### config.mk
export PLATFORM = sky130hd
export DESIGN_NAME = mem_arbiter
export DESIGN_NICKNAME = d
export VERILOG_FILES = /design/src/rtl/mem_arbiter.sv
export SDC_FILE = /design/constraint.sdc
export NUM_CORES = 1
export LEC_CHECK = 0
export ABC_AREA = 1
export ABC_CLOCK_PERIOD_IN_PS = 2270
export CAP_MARGIN = 40
export CORE_MARGIN = 1.5
export CORE_UTILIZATION = 46
export DETAILED_ROUTE_END_ITERATION = 6
export MAX_ROUTING_LAYER = met4
export PLACE_DENSITY_LB_ADDON = 0.08
export SLEW_MARGIN = 20
export SYNTH_ARGS = -nofsm -noshare
export SYNTH_HDL_FRONTEND = slang
export SYNTH_SLANG_ARGS = --single-unit
### constraint.sdc
create_clock -name CLK -period 2.27 [get_ports CLK]
set_input_delay 0.454 -clock CLK [delete_from_list [all_inputs] [get_ports CLK]]
set_output_delay 0.454 -clock CLK [all_outputs]
set_load 0.01 [all_outputs]
### src/rtl/mem_arbiter.sv
// Two-port arbiter sharing one unified memory between instruction fetch (IF) and load/store (MA).
// MA has priority; a saturating starvation counter guarantees IF a grant after STARVE_LIMIT MA grants.
module mem_arbiter #(
    parameter int unsigned ADDR_W       = 32,
    parameter int unsigned DATA_W       = 32,
    parameter int unsigned STARVE_LIMIT = 4
) (
    input  logic              CLK,
    input  logic              RESET,
    input  logic              IF_READ,
    input  logic [ADDR_W-1:0] IF_ADDR,
    output logic [DATA_W-1:0] IF_RDATA,
    output logic              IF_BUSYWAIT,
    input  logic              MA_READ,
    input  logic              MA_WRITE,
    input  logic [ADDR_W-1:0] MA_ADDR,
    input  logic [DATA_W-1:0] MA_WDATA,
    input  logic [3:0]        MA_BYTEEN,
    output logic [DATA_W-1:0] MA_RDATA,
    output logic              MA_BUSYWAIT,
    output logic              MEM_READ,
    output logic              MEM_WRITE,
    output logic [ADDR_W-1:0] MEM_ADDR,
    output logic [DATA_W-1:0] MEM_WDATA,
    output logic [3:0]        MEM_BYTEEN,
    input  logic [DATA_W-1:0] MEM_RDATA,
    input  logic              MEM_ACK
);

    localparam int unsigned CNT_W = ($clog2(STARVE_LIMIT + 1) > 0) ? $clog2(STARVE_LIMIT + 1) : 1;

    typedef enum logic [1:0] {
        IDLE     = 2'd0,
        SERVE_IF = 2'd1,
        SERVE_MA = 2'd2
    } state_t;

    state_t            r_state;
    logic [CNT_W-1:0]  r_starve;
    logic              r_mem_read;
    logic              r_mem_write;
    logic [ADDR_W-1:0] r_mem_addr;
    logic [DATA_W-1:0] r_mem_wdata;
    logic [3:0]        r_mem_byteen;
    logic [DATA_W-1:0] r_if_rdata;
    logic [DATA_W-1:0] r_ma_rdata;

    logic w_ma_req;
    logic w_starved;
    logic w_if_wins;
    logic w_if_ack;
    logic w_ma_ack;

    assign w_ma_req  = MA_READ | MA_WRITE;
    assign w_starved = (r_starve == CNT_W'(STARVE_LIMIT));
    assign w_if_wins = IF_READ & (~w_ma_req | w_starved);
    assign w_if_ack  = (r_state == SERVE_IF) & MEM_ACK;
    assign w_ma_ack  = (r_state == SERVE_MA) & MEM_ACK;

    // Stall and read-data paths bypass the holding registers during the ack cycle.
    assign IF_BUSYWAIT = IF_READ  & ~w_if_ack;
    assign MA_BUSYWAIT = w_ma_req & ~w_ma_ack;
    assign IF_RDATA    = w_if_ack ? MEM_RDATA : r_if_rdata;
    assign MA_RDATA    = w_ma_ack ? MEM_RDATA : r_ma_rdata;

    assign MEM_READ   = r_mem_read;
    assign MEM_WRITE  = r_mem_write;
    assign MEM_ADDR   = r_mem_addr;
    assign MEM_WDATA  = r_mem_wdata;
    assign MEM_BYTEEN = r_mem_byteen;

    always_ff @(posedge CLK) begin
        if (RESET) begin
            r_state      <= IDLE;
            r_starve     <= '0;
            r_mem_read   <= 1'b0;
            r_mem_write  <= 1'b0;
            r_mem_addr   <= '0;
            r_mem_wdata  <= '0;
            r_mem_byteen <= 4'b0000;
            r_if_rdata   <= '0;
            r_ma_rdata   <= '0;
        end else begin
            case (r_state)
                IDLE: begin
                    if (w_if_wins) begin
                        r_state      <= SERVE_IF;
                        r_starve     <= '0;
                        r_mem_read   <= 1'b1;
                        r_mem_write  <= 1'b0;
                        r_mem_addr   <= IF_ADDR;
                        r_mem_wdata  <= '0;
                        r_mem_byteen <= 4'b1111;
                    end else if (w_ma_req) begin
                        r_state      <= SERVE_MA;
                        // A simultaneous read+write is treated as a store.
                        r_mem_read   <= ~MA_WRITE;
                        r_mem_write  <= MA_WRITE;
                        r_mem_addr   <= MA_ADDR;
                        r_mem_wdata  <= MA_WDATA;
                        r_mem_byteen <= MA_BYTEEN;
                        if (!IF_READ) begin
                            r_starve <= '0;
                        end else if (!w_starved) begin
                            r_starve <= r_starve + CNT_W'(1);
                        end
                    end else begin
                        r_mem_read  <= 1'b0;
                        r_mem_write <= 1'b0;
                        if (!IF_READ) begin
                            r_starve <= '0;
                        end
                    end
                end
                SERVE_IF, SERVE_MA: begin
                    if (MEM_ACK) begin
                        r_state     <= IDLE;
                        r_mem_read  <= 1'b0;
                        r_mem_write <= 1'b0;
                        if (r_state == SERVE_IF) begin
                            r_if_rdata <= MEM_RDATA;
                        end else begin
                            r_ma_rdata <= MEM_RDATA;
                        end
                    end
                end
                default: begin
                    r_state     <= IDLE;
                    r_mem_read  <= 1'b0;
                    r_mem_write <= 1'b0;
                end
            endcase
        end
    end

endmodule

==> Yosys cells after proc, flatten, opt, wreduce, memory -nomap -nowiden <==
Index checks and enable logic that the tools add are counted.
{ "word_totals": {"regBits": 139, "in_bits": 138, "output_inout_bits": 136, "elab_cells": 61} }
{ "op_classes": {"n_addsub": 1, "n_eq_ne": 7, "n_mux": 24, "bitwise_logic": 12, "reduce_logical": 8} }
{ "ops": {"columns": ["op", "count"], "rows": [
  ["$mux 32", 6],
  ["$mux 3", 5],
  ["$reduce_and 3->1", 3],
  ["$mux 4", 2],
  ["$mux 2", 3],
  ["$and 1x1->1", 5],
  ["$mux 1", 5],
  ["$not 1->1", 5],
  ["$pmux 1 s2", 2],
  ["$pmux 2 s2", 1],
  ["$reduce_and 2->1", 2],
  ["$add 3x1->3 const B", 1],
  ["$eq 3x3->1 const B", 1],
  ["$ne 3x1->1 const B", 1],
  ["$ne 3x2->1 const B", 1],
  ["$ne 3x3->1 const B", 1],
  ["$eq 2x1->1 const B", 1],
  ["$eq 2x2->1 const B", 1],
  ["$logic_not 2->1", 1],
  ["$ne 2x2->1 const B", 1],
  ["$or 1x1->1", 2],
  ["$reduce_bool 2->1", 1],
  ["$reduce_or 2->1", 1]
]} }

==> Longest topological paths before layout <==
Gate-level depths: netlist of run 1.
{ "logic_depth": {"ltp_word": 6, "mapped_depth": 10, "depth_no_buf": 9} }

==> Least setup slack after synthesis of run 1 <==
Ideal clock, no wire load.
{ "synth_timing": {"path_kind": "reg2out", "start": "register r_state[1]", "end": "output port IF_RDATA[0]", "arrival_ps": 1325, "required_time_ps": 1816, "setup_slack_ps": 491, "path_stages_with_launch": 8, "path_buffers": 2, "path_cell_list": "dfxtp_1 inv_1 ha_1 nand2_1 inv_2 buf_6 clkbuf_1 o21ai_0"} }
{ "synth_between": {"elab_chain_cells": 3} }
{ "synth_rtl": {"columns": ["element", "line", "rtl"], "rows": [
  ["from (decl)", "38", "state_t r_state;"],
  ["from (signal assigned)", "74", "r_state <= IDLE;"],
  ["from (signal assigned)", "87", "r_state <= SERVE_IF;"],
  ["from (signal assigned)", "95", "r_state <= SERVE_MA;"],
  ["$eq 2x1->1", "57", "assign w_if_ack = (r_state == SERVE_IF) & MEM_ACK;"],
  ["$and 1x1->1", "57", null],
  ["$mux 32", "63", "assign IF_RDATA = w_if_ack ? MEM_RDATA : r_if_rdata;"],
  ["to (decl)", "12", "output logic [DATA_W-1:0] IF_RDATA,"]
]} }
No other way between the ends.

==> Worst setup path in the final report of run 1 <==
{ "layout_timing": {"start": "register r_state[1]", "end": "output port IF_RDATA[20]"} }
The elaborated chain is that of the path after synthesis.

==> results.yml, run 1 <==
final_layout:
  instances_no_fill: 1414
  design_area_um2: 10100
  layout_common_cells: "209 x nand2_1, 206 x clkdlybuf4s50_1, 137 x dfxtp_1"
  final_common_cell: "nand2_1"
  layout-drive-gt1-share_pct: 11.5
  n_antenna_cell: 0
  final_nets: 1364
  fillers: 1210
  areaGrowthSynthToFinish_pct: 55.4
worst_setup_path:
  startpoint_type: "flip-flop"
  worstPathArrival_ns: 1.75
  crit_slowest_cell: "dfxtp_2"
  critical_path.max_stage_delay_ns: 0.33
  path_class: "flip-flop to output port"
  path_max_fanout: 12
  path_cells: "inv_1 -> ha_4 -> nand2_4 -> inv_6 -> clkbuf_16 -> nand2_1 -> o21ai_0 -> clkdlybuf4s15_2"
  crit_family: "buffers and inverters"
  critPathRequiredTime_ns: 1.82
  cp.buffers_inverters: 4
  crit_path_end_kind: "output port"
yosys:
  ys_ff_latch: 139
  ys.warnings.count: 0
  synth_top_area_cell: "dfxtp_1"
  syn-instance-count: 962
  synth_top_area_share_pct: 43.0
  syn_nets: 1105
  yosys.cell_types.count: 23
  synth_area_um2: 6470
  yosys-top-cells-area: "dfxtp_1 43%, nand2_1 12%, o21ai_0 10%, a21oi_1 8.0%, inv_1 6.6%"
  synth.yosys.seq_area_share_pct: 43.0
  syn_area_per_cell_um2: 6.73
global_route:
  grt_pass1_wl_mm: 31.0
  grtUsageTotal_pct: 27.4
  grt_overflow: 0
  antenna_found_initial: 0
  grt_start_max_net_pins: 54
  grt_pass1_vias: 6294
clock_tree:
  cts_buffer_depth: 2
  insertion_delay_ns: 0.42
  root_buffer: "clkbuf_16"
  numCtsBuffers: 17
  cts_tree: "yes"
  htree_levels: 4
  cts_sinks: 139
  path_clk_slew_ns: 0.06
power:
  switching_power_uw: 2070
  pwr-share-clk_pct: 38.7
  seqPwrFrac_pct: 37.5
  p_sw_share_pct: 27.8
  internal-power_uw: 5370
  power_leakage_uw: 0.00454
  power_frac_comb_pct: 23.8
  power.density_nw_per_um2: 740
  ir_drop_mv: 0.472
worst_hold_path:
  worst_hold_path_type: "flip-flop to flip-flop"
timing:
  slew_violations: 0
  setup_violations: 0
  rsz0062_at_grt: "yes"
  worst_pin_slew_ns: 0.430
  max_slew_margin_pct: 71.4
  fin_crit_sh_pct: 97.1
  skew_ns: 0.0102
  hold_viol: 0
  fmax_mhz: 454
  fin_hold_ws_ns: 0.443
  period_needed_ns: 2.20
run_status:
  status: "completed"
detailed_routing:
  detail-route-antenna-nets: 0
  first_pass_iters: 5
  vias: 6908
  drt-total-wl_mm: 19.9
  drt_iter0_drc: 435
  drc: 0
  via_per_inst: 4.89
  wl_per_cell_um: 14.1
die:
  ios: 274
  die_w_um: 122
  placementRows: 43
  die-area_um2: 14800
  core_um2: 13800
  die_h_um: 122
  start_util_pct: 46.8
place:
  dp.cells: 1379
  dpl_cell_area_um2: 9460
  gp_congestion: 0.817
  port_buffers: 273
  place.detailed.hpwl_mm: 13.6
job:
  cap_violations: 0
-- cell families after synthesis --
| kind of cell | Yosys count | share of synthesized area, % |
|---|---|---|
| xor gates and xnor gates | 1 | 0.135 |
| DFF | 139 | 43.0 |
| adders and majority gates | 5 | 0.967 |
| AOI/OAI and AO/OA | 238 | 18.6 |
| buffers and inverters | 184 | 11.9 |
| and+or+nand+nor | 395 | 25.4 |
-- sequential cells by signal (all words and copies together), names as in the netlist --
register,cells
MEM_ADDR,32
MEM_BYTEEN,4
MEM_READ,1
MEM_WDATA,32
MEM_WRITE,1
r_if_rdata,32
r_ma_rdata,32
r_starve,3
r_state,2
-- metal layers --
metal / track usage, % / wire [um] / up-vias
met5: - / 0 / -
met4: 7.43 / 306 / 0
met3: 10.3 / 1690 / 26
met2: 46.9 / 9920 / 211
met1: 29.9 / 7990 / 3102
li1: - / - / 3569
-- power by group through the flow --
| stage | clock (uW) | combinational, uW | sequential (uW) |
|---|---|---|---|
| 5_1_grt | 3010 | 1940 | 2820 |
| 4_1_cts | 2890 | 1780 | 2790 |
| 3_3_place_gp | 0 | 1800 | 2830 |
| 6_report | 2880 | 1770 | 2790 |
| 3_5_place_dp | 0 | 1820 | 2840 |
| 2_1_floorplan | 0 | 759 | 2900 |
-- synthesized netlist by cell type, drive strengths merged --
library cell,instances
ha,5
clkinv,1
xor2,1
inv,116
nand3,71
clkbuf,37
dfxtp,139
o21ai,135
buf,30
nor2,109
a21oi,103
nand2,215
-- area by class of cell --
class | count | area, um2 | area share [%]
clock inverter | 10 | 138 | 1.37
sequential | 139 | 2790 | 27.7
inverter | 117 | 449 | 4.47
multi-input combinational | 639 | 2950 | 29.3
timing repair buffer | 307 | 3030 | 30.1
tap | 180 | 225 | 2.24
clock buffer | 22 | 474 | 4.72
-- path summary, 6_finish.rpt --
kind                  start        endpoint  slack [ns]  cells after the start
max              r_state[1]    IF_RDATA[20]        0.07                      8
min          r_if_rdata[18]  r_if_rdata[18]        0.44                      2
max reg2reg      r_state[1]  r_ma_rdata[17]        0.62                      7
min reg2reg  r_if_rdata[18]  r_if_rdata[18]        0.44                      2
-- per-stage QoR --
step	setup slack, ns	util [%]	total power, uW	TNS (ns)
after CTS	0.00896	73.1	7470	0
final	0.0664	72.7	7440	0
after detailed placement	-0.345	68.4	4660	-18.67
after global routing	-0.0505	72.7	7770	-0.414
after floorplan	0.491	-	3660	0
after global placement	-0.293	68.4	4630	-16.03
-- worst reg2reg max path, cell delays in order (launching register included) --
cell and delay (ns):
dfxtp_2 0.34, inv_1 0.08, ha_1 0.39, nand2_1 0.09, nor2_2 0.10, buf_4 0.31, o21ai_0 0.16, nor2_1 0.12
-- repair_timing --
action,CTS,global route
hold buffers,0,0
setup endpoints to repair,66,55
resized for setup,147,79
cloned,2,1
buffers inserted,0,0
No activity file was read; power rests on OpenSTA's default activity.
==> run 2, diff against run 1 <==
Settings changed: CELL_PAD_IN_SITES_DETAIL_PLACEMENT from default to 0, CELL_PAD_IN_SITES_GLOBAL_PLACEMENT from default to 1, CORE_ASPECT_RATIO from default to 1.75, CORE_UTILIZATION 46 to 31.
==> run 2 against run 1 <==
Sequential power barely moved. Clock skew fell by 0.0036 ns. First-iteration DRC count fell by 18%. Via count fell by 0.17%. Utilization fell by 23 points. Sequential share of layout area fell by 0.49 points. Total power fell by 1.8%. Critical path depth did not move. Die area rose by 47%. Largest power group is now sequential cells. Design area rose by 1.7%. The flow now finishes with violations (design-rule violations, negative setup slack). Largest cell class unchanged. Non-clock buffer count rose by 11. Highest routed layer unchanged. Maximum frequency fell by 3.0%.
==> results.yml, run 2 (synthesis gave the netlist of run 1 again) <==
run_status:
  status: "complete, but fails checks"
  violations: "design-rule violations, negative setup slack"
clock_tree:
  cts_sinks: 139
  cts_buffer_depth: 2
  cts_tree: "yes"
  root_buffer: "clkbuf_16"
  htree_levels: 4
  numCtsBuffers: 17
  holdBufCountCts: 0
  insertion_delay_ns: 0.43
  path_clk_slew_ns: 0.06
worst_setup_path:
  path_max_fanout: 7
  path_class: "flip-flop to output port"
  crit_path_end_kind: "output port"
  critPathRequiredTime_ns: 1.82
  worstPathArrival_ns: 1.82
  startpoint_type: "flip-flop"
detailed_routing:
  drt-total-wl_mm: 22.5
  drt_iter0_drc: 355
  first_pass_iters: 7
  wl_per_cell_um: 15.1
  vias: 6896
  via_per_inst: 4.61
  drc: 28
  detail-route-antenna-nets: 0
timing:
  setup_slack_ns: -0.00270
  period_needed_ns: 2.27
  max_slew_margin_pct: 69.4
  setup_violations: 1
  slew_violations: 0
  fin_crit_sh_pct: 100
  fin_hold_ws_ns: 0.447
  fin_setup_tns_ns: -0.00270
  worst_pin_slew_ns: 0.459
  skew_ns: 0.00665
  hold_viol: 0
  fmax_mhz: 440
  rsz0062_at_grt: "yes"
die:
  ios: 274
  die_w_um: 112
  start_util_pct: 31.8
  die_h_um: 194
  die-area_um2: 21800
  core_um2: 20400
  placementRows: 69
global_route:
  grtUsageTotal_pct: 21.4
  grt_start_max_net_pins: 57
  grt_pass1_vias: 6795
  grt_overflow: 0
  grt_pass1_wl_mm: 35.6
  antenna_found_initial: 2
final_layout:
  layout-drive-gt1-share_pct: 12.1
  fillers: 2114
  final_common_cell: "nand2_1"
  areaGrowthSynthToFinish_pct: 58.0
  final_nets: 1375
  regArea_um2: 2790
  layout_common_cells: "209 x nand2_1, 206 x clkdlybuf4s50_1, 137 x dfxtp_1"
  instances_no_fill: 1496
  multiInputGateArea_um2: 2940
power:
  power.density_nw_per_um2: 715
  ir_drop_mv: 0.497
  power_leakage_uw: 0.00471
  p_total_uw: 7310
job:
  cap_violations: 0
place:
  dp_slack_ns: -0.294
  place.detailed.hpwl_mm: 15.3
  gp_congestion: 0.758
  dp.cells: 1453
  port_buffers: 273
worst_hold_path:
  worst_hold_path_type: "flip-flop to flip-flop"
## run 2: cell count changes in the layout (fill, tap and decap cells not counted), sizes merged
cell	delta
clkbuf	-19
diode	+3
bufbuf	+2
inv	+1
clkinvlp	+5
buf	+35
dlygate4sd2	+18
clkinv	-1
bufinv	-2
clkdlybuf4s15	-28
## run 2: report_power, final
part           leakage [uW]  switching, uW  internal, uW  total, uW
Sequential          0.00114            112          2680       2790
Clock              0.000260           1120          1570       2680
Combinational       0.00331            917           917       1830
## run 2: path summary, 6_finish.rpt
check,from,end,slack (ns),cells after the start
hold reg to reg,r_if_rdata[29],r_if_rdata[29],0.45,2
hold / removal,r_if_rdata[29],r_if_rdata[29],0.45,2
setup reg to reg,r_state[1],r_if_rdata[2],0.54,9
setup / recovery,r_state[0],MA_RDATA[28],-0.003,8
## run 2: layout make-up
cell class	count	area share [%]
clock buffers	19	4.43
diodes	3	0.0734
well taps	248	3.04
inverters	117	4.37
multi-input cells	639	28.8
clock inverters	13	1.16
flip-flops and latches	139	27.2
repair buffers	318	30.9
## run 2: worst max-delay path: stages (launching register included)
cell and delay [ns]:
dfxtp_2 0.33, inv_2 0.06, ha_2 0.19, nand2_4 0.10, buf_8 0.17, buf_12 0.13, nand2_1 0.08, nand2_1 0.06
dlygate4sd2_1 0.27
## run 2: repair_timing
action,CTS,global route
hold endpoints to repair,0,0
setup buffers,3,0
pin swaps,1,1
endpoints found under the setup margin,66,53
resized for setup,204,27
gates cloned,4,1
## run 2: layer usage
layer  wire length (um)  part of all wire, %  GRT usage (%)
met1               8840                   39           22.6
met3               1360                  6.0           5.69
met4                589                  2.6           8.58
met2              11800                   52           37.5
met5                  0                    0              -
## run 2: metrics by stage
step	area (um2)	utilization, %
finish	10200	50.2
global route	10200	50.2
CTS	10200	50.3
detailed placement	9640	47.3
global placement	9640	47.3
floorplan	6470	-
